`src/rtl/fpu_exec_pkg.sv`:
```
// Shared opcode, unit-map, state and status definitions for the FPU execution sequencer.
// Also provides the canonical quiet-NaN pattern used for timed-out operations.
package fpu_exec_pkg;

    localparam logic [5:0] OP_ABS     = 6'd54;
    localparam logic [5:0] OP_NEG     = 6'd55;
    localparam logic [5:0] OP_ADD     = 6'd56;
    localparam logic [5:0] OP_SUB     = 6'd57;
    localparam logic [5:0] OP_MUL     = 6'd58;
    localparam logic [5:0] OP_DIV     = 6'd59;
    localparam logic [5:0] OP_CVT_S_W = 6'd60;
    localparam logic [5:0] OP_CVT_W_S = 6'd61;
    localparam logic [5:0] OP_MOV     = 6'd62;
    localparam logic [5:0] OP_SQRT    = 6'd63;

    localparam int unsigned UNIT_IDX_W = 3;
    localparam logic [UNIT_IDX_W-1:0] UNIT_ADDSUB  = 3'd0;
    localparam logic [UNIT_IDX_W-1:0] UNIT_MUL     = 3'd1;
    localparam logic [UNIT_IDX_W-1:0] UNIT_DIV     = 3'd2;
    localparam logic [UNIT_IDX_W-1:0] UNIT_CVT_S_W = 3'd3;
    localparam logic [UNIT_IDX_W-1:0] UNIT_CVT_W_S = 3'd4;
    localparam logic [UNIT_IDX_W-1:0] UNIT_SQRT    = 3'd5;

    typedef enum logic [1:0] {
        ST_IDLE,
        ST_SEND,
        ST_WAIT,
        ST_DONE
    } state_t;

    localparam logic [1:0] STATUS_OK      = 2'b00;
    localparam logic [1:0] STATUS_ILLEGAL = 2'b01;
    localparam logic [1:0] STATUS_TIMEOUT = 2'b10;

    // Sign 0, exponent all ones, mantissa MSB set; callers take the low `width` bits.
    function automatic logic [63:0] qnan(input int unsigned width);
        return (width == 64) ? 64'h7FF8_0000_0000_0000 : 64'h0000_0000_7FC0_0000;
    endfunction

endpackage

```
`src/rtl/fpu_exec_sequencer_inline.sv`:
```
// Combinational decode: inline ABS/NEG/MOV result, illegal-opcode flag and
// external operator unit selection for unit-dispatched opcodes.
module fpu_inline_op
    import fpu_exec_pkg::*;
#(
    parameter int unsigned WIDTH = 32
) (
    input  logic [5:0]            inst,
    input  logic [WIDTH-1:0]      fs,
    output logic [WIDTH-1:0]      result,
    output logic                  is_unit_op,
    output logic                  is_illegal,
    output logic [UNIT_IDX_W-1:0] unit_index
);

    always_comb begin
        result     = '0;
        is_unit_op = 1'b0;
        is_illegal = 1'b0;
        unit_index = UNIT_ADDSUB;
        case (inst)
            OP_ABS:         result = {1'b0, fs[WIDTH-2:0]};
            OP_NEG:         result = {~fs[WIDTH-1], fs[WIDTH-2:0]};
            OP_MOV:         result = fs;
            OP_ADD, OP_SUB: is_unit_op = 1'b1;
            OP_MUL: begin
                is_unit_op = 1'b1;
                unit_index = UNIT_MUL;
            end
            OP_DIV: begin
                is_unit_op = 1'b1;
                unit_index = UNIT_DIV;
            end
            OP_CVT_S_W: begin
                is_unit_op = 1'b1;
                unit_index = UNIT_CVT_S_W;
            end
            OP_CVT_W_S: begin
                is_unit_op = 1'b1;
                unit_index = UNIT_CVT_W_S;
            end
            OP_SQRT: begin
                is_unit_op = 1'b1;
                unit_index = UNIT_SQRT;
            end
            default:        is_illegal = 1'b1;
        endcase
    end

endmodule

```
`src/rtl/fpu_exec_sequencer.sv`:
```
// Single-issue FPU execution sequencer: inline ABS/NEG/MOV, dispatch of other ops to
// external operator units, with timeout, flush and stale-response suppression.
module fpu_exec_sequencer
    import fpu_exec_pkg::*;
#(
    parameter int unsigned WIDTH     = 32,
    parameter int unsigned TAG_W     = 4,
    parameter int unsigned NUM_UNITS = 6,
    parameter int unsigned TIMEOUT   = 64
) (
    input  logic                       clk,
    input  logic                       reset_n,
    input  logic                       issue_valid,
    output logic                       issue_ready,
    input  logic [5:0]                 issue_inst,
    input  logic [TAG_W-1:0]           issue_tag,
    input  logic [WIDTH-1:0]           issue_fs,
    input  logic [WIDTH-1:0]           issue_ft,
    input  logic                       flush,
    output logic [NUM_UNITS-1:0]       unit_req_valid,
    output logic [7:0]                 unit_op,
    output logic [WIDTH-1:0]           unit_a,
    output logic [WIDTH-1:0]           unit_b,
    input  logic [NUM_UNITS-1:0]       unit_resp_valid,
    input  logic [NUM_UNITS*WIDTH-1:0] unit_resp_data,
    output logic                       result_valid,
    input  logic                       result_ready,
    output logic [WIDTH-1:0]           result_data,
    output logic [TAG_W-1:0]           result_tag,
    output logic [1:0]                 result_status
);

    localparam int unsigned CNT_W  = $clog2(TIMEOUT + 1);
    localparam logic [63:0] QNAN64 = qnan(WIDTH);

    state_t                  state, state_nxt;
    logic [NUM_UNITS-1:0]    stale, stale_nxt;
    logic [CNT_W-1:0]        wait_cnt;
    logic [UNIT_IDX_W-1:0]   cur_unit;
    logic [NUM_UNITS-1:0]    cur_onehot;
    logic [WIDTH-1:0]        resp_slice;
    logic [WIDTH-1:0]        inl_result;
    logic                    inl_is_unit, inl_illegal;
    logic [UNIT_IDX_W-1:0]   inl_unit;
    logic                    accept, cur_resp, timed_out;

    fpu_inline_op #(.WIDTH(WIDTH)) u_inline (
        .inst       (issue_inst),
        .fs         (issue_fs),
        .result     (inl_result),
        .is_unit_op (inl_is_unit),
        .is_illegal (inl_illegal),
        .unit_index (inl_unit)
    );

    assign cur_onehot     = NUM_UNITS'(1) << cur_unit;
    assign issue_ready    = reset_n && (state == ST_IDLE) && !flush;
    assign accept         = issue_valid && issue_ready;
    assign result_valid   = (state == ST_DONE);
    assign unit_req_valid = ((state == ST_SEND) && !flush) ? cur_onehot : '0;
    assign cur_resp       = |(unit_resp_valid & cur_onehot & ~stale);
    assign timed_out      = (wait_cnt == CNT_W'(TIMEOUT - 1));

    always_comb begin
        resp_slice = '0;
        for (int unsigned u = 0; u < NUM_UNITS; u++) begin
            if (cur_unit == UNIT_IDX_W'(u)) resp_slice = unit_resp_data[u*WIDTH +: WIDTH];
        end
    end

    // A pending unit becomes stale only if its real answer has not arrived this cycle;
    // a stale answer landing in the same cycle still leaves the real one outstanding.
    always_comb begin
        stale_nxt = stale & ~unit_resp_valid;
        if ((state == ST_WAIT) && (flush || timed_out) && !cur_resp) begin
            stale_nxt = stale_nxt | cur_onehot;
        end
    end

    always_comb begin
        state_nxt = state;
        case (state)
            ST_IDLE: if (accept) state_nxt = inl_is_unit ? ST_SEND : ST_DONE;
            ST_SEND: state_nxt = flush ? ST_IDLE : ST_WAIT;
            ST_WAIT: begin
                if (flush)                       state_nxt = ST_IDLE;
                else if (cur_resp || timed_out)  state_nxt = ST_DONE;
            end
            ST_DONE: if (flush || result_ready) state_nxt = ST_IDLE;
            default: state_nxt = ST_IDLE;
        endcase
    end

    always_ff @(posedge clk or negedge reset_n) begin
        if (!reset_n) state <= ST_IDLE;
        else          state <= state_nxt;
    end

    always_ff @(posedge clk or negedge reset_n) begin
        if (!reset_n) begin
            stale         <= '0;
            wait_cnt      <= '0;
            cur_unit      <= '0;
            unit_op       <= '0;
            unit_a        <= '0;
            unit_b        <= '0;
            result_data   <= '0;
            result_tag    <= '0;
            result_status <= '0;
        end else begin
            stale    <= stale_nxt;
            wait_cnt <= (state == ST_WAIT) ? wait_cnt + CNT_W'(1) : '0;
            if (accept) begin
                unit_a        <= issue_fs;
                unit_b        <= issue_ft;
                unit_op       <= {7'b0, issue_inst == OP_SUB};
                cur_unit      <= inl_unit;
                result_tag    <= issue_tag;
                result_data   <= inl_result;
                result_status <= inl_illegal ? STATUS_ILLEGAL : STATUS_OK;
            end
            if ((state == ST_WAIT) && !flush) begin
                if (cur_resp) begin
                    result_data   <= resp_slice;
                    result_status <= STATUS_OK;
                end else if (timed_out) begin
                    result_data   <= QNAN64[WIDTH-1:0];
                    result_status <= STATUS_TIMEOUT;
                end
            end
        end
    end

endmodule
```
`config.mk`:
```
export PLATFORM = sky130hd
export DESIGN_NAME = fpu_exec_sequencer
export DESIGN_NICKNAME = d
export VERILOG_FILES = /design/src/rtl/fpu_exec_pkg.sv /design/src/rtl/fpu_exec_sequencer_inline.sv /design/src/rtl/fpu_exec_sequencer.sv
export SDC_FILE = /design/constraint.sdc
export NUM_CORES = 1
export LEC_CHECK = 0
export BUFFER_PORTS_ARGS = -buffer_cell sky130_fd_sc_hd__buf_2
export CORE_AREA = 4 4 151 153
export CTS_BUF_LIST = sky130_fd_sc_hd__clkbuf_16
export DETAILED_ROUTE_END_ITERATION = 6
export DIE_AREA = 0 0 155 157
export SYNTH_ARGS = -nofsm -noshare
export SYNTH_HDL_FRONTEND = slang
export SYNTH_SLANG_ARGS = --single-unit
```
`constraint.sdc`:
```
create_clock -name clk -period 2 [get_ports clk]
set_clock_uncertainty 0.2 [all_clocks]
set_input_delay 0 -clock clk [delete_from_list [all_inputs] [get_ports clk]]
set_output_delay 0 -clock clk [all_outputs]
set_load 0.05 [all_outputs]
```
==> metrics.csv <==
metric,value,unit
Max VDD drop,0.730,mV
largest net degree at the start of global routing,122,
"Power, Total",15700,uW
list of most frequent post-synthesis cells,"214 x nand2_1, 121 x dfrtp_1, 77 x a22oi_1",
failing checks,negative setup slack,
"area leader, netlist",dfrtp_1,
Tcrit/Tclk final,110,%
Netlist cell types,47,
clock sinks,121,
Util after Layout,59.8,%
die area,24300,um^2
Synth warnings,0,
P&R area growth vs syn,96.2,%
Nets,1680,
Initial DRC Count,559,
number of max-cap violations,0,
Slew Limit Fails,0,
Starting Density,30.5,%
drt total wl,34900,um
Fill cells,1790,
DIE WIDTH,155,um
clock transition at the registers of the reported paths,60,ps
final hold vios,0,
WHS,3.99,ps
pwr dens,1220,nW/um^2
RSZ-0062 raised after global routing,yes,
first-pass GRT wire length,52400,um
WP data arrival,2310,ps
die height,157,um
Skew-Pair Late Insertion Delay,420,ps
Yosys top cell area share,46.1,%
via total after detailed routing,8658,
clk buf depth,2,
main area contributors after synthesis,"dfrtp_1 46%, nand2_1 12%, a22oi_1 8.8%",
PnR worst setup slack,-201,ps
Antenna Nets Post-Route,0,
CTS Buf Count,17,
Via density,5.10,
CP Data Required Time,2110,ps
Worst Path Max Fanout,6,
number of global-route vias before repair,9330,
Worst setup SP type,register,
Core ar.,21600,um^2
Relative slew margins,54.1,%
synthesized area per cell,8.80,um^2
Final min period,2200,ps
# port buffers,387,
Gate Count Post-Synth,746,
worst hold path type,input pin to register,
DRC Markers,0,
status,finished with violations,
clock root buffer,clkbuf_16,
Setup CP Type,register to register,
Placer Congestion,0.875,
FMAX,454,MHz
CTS tree,done,
cell area after synthesis,6560,um^2
Async SR Flop Fraction,100,%
total grt overflow,0,
Crit. End Element,register,
HPWL Detailed,23000,um
antenna violations before repair,3,
ys flop type,dfrtp_1,
floorplan row count,54,
IO Pins,395,
Total Routing Usage GR,27.7,%
Static Leak,0.00633,uW
CTS H-tree lvls,4,
DRT Pass-1 Iters,5,
number of flops mapped to enable cells by yosys,0,
setup TNS,-5460,ps
share of layout cells above drive strength 1,41.9,%
"count leader, synth",nand2_1,
register area share after synthesis,46.1,%
Setup Viol. Count Final,41,
worst slew pin tran,689,ps
Routed wire per std cell,20.5,um
"flops & latches, synth",121,
[cell usage in the layout, fill, tap and decap left out, drive strengths merged, types with 5 or more instances in the layout]
master,netlist,layout
dlygate4sd3,0,240
nand2,214,214
nand2b,7,7
dfrtp,121,121
nor3,7,7
conb,1,7
mux2i,5,5
a211oi,24,24
inv,14,24
buf,34,458
o32ai,5,5
mux4,5,5
o22a,9,9
a21oi,5,5
nor2,65,66
o22ai,31,31
mux2,27,27
a22o,11,11
nand3,8,8
a22oi,77,77
clkbuf,36,17
[worst paths after layout]
| check | end | slack (ps) | cells past startpoint | startpoint |
|---|---|---|---|---|
| min in group asynchronous | unit_b[1] | 80 | 3 | reset_n |
| setup reg to reg | result_data[26] | -200 | 7 | cur_unit[0] |
| max in group asynchronous | cur_unit[0] | 990 | 3 | reset_n |
| hold / removal | result_data[12] | 4 | 6 | unit_resp_data[172] |
| setup / recovery | result_data[26] | -200 | 7 | cur_unit[0] |
| hold reg to reg | result_tag[3] | 260 | 2 | result_tag[3] |
[critical path, cell delays in order (launching register included)]
cell and delay (ps):
dfrtp_4 500, or3_1 430, o32ai_2 170, or3_4 220
buf_12 110, nand2_8 90, buf_12 180, o22a_1 190
[timing repair]
item | 4_1_cts | 5_1_grt
gates cloned | 5 | 0
hold endpoints to repair | 234 | 0
pin swaps | 22 | 4
resized for setup | 64 | 23
buffers inserted | 9 | 3
hold buffers | 240 | 0
setup endpoints to repair | 45 | 47
[kinds of logic after synthesis]
logic type / after synthesis / share of synthesized area, %
mux: 37 / 7.11
compound gates: 177 / 20.2
other cells: 1 / 0.0571
buf+inv: 84 / 5.57
simple gates: 321 / 20.2
fa+ha+maj: 1 / 0.191
flops: 121 / 46.1
xor+xnor: 4 / 0.534
[routing by layer]
| layer | share of wire (%) | track usage [%] | vias to the layer above |
|---|---|---|---|
| met5 | 0 | 0 | - |
| met4 | 3.6 | 12.2 | 0 |
| met3 | 7.8 | 6.98 | 100 |
| met2 | 50 | 48.6 | 464 |
| met1 | 38 | 32.0 | 4158 |
| li1 | - | - | 3936 |
[through the flow]
step / instances / instance area [um^2] / worst slack [ps]
global placement: 1406 / 9290 / -330
finish: 1699 / 12900 / -201
CTS: 1692 / 12700 / -205
floorplan: 752 / 6870 / -408
global route: 1698 / 12900 / -264
detailed placement: 1406 / 9290 / -422
[final cells by class]
cell class	instances	area [um^2]	area share, %
multi-input combinational	549	3620	28.1
clock buffer	17	425	3.30
timing repair buffer	699	5230	40.6
inverter	14	52.6	0.408
sequential	121	3040	23.6
tap	280	350	2.72
antenna	4	10.0	0.0777
clock inverter	15	155	1.20
[power breakdown]
group	switching (uW)	internal [uW]
sequential	604	3470
combinational	5880	2610
clock	1350	1760
total	7840	7840
[registers in the layout, indices dropped and copies added (netlist names)]
name and count:
unit_a 32, state 2, wait_cnt 7, stale 6
result_data 32, result_status 2, result_tag 4, unit_b 32
unit_op 1, cur_unit 3
Note: power is estimated with default switching activity, not from simulation.
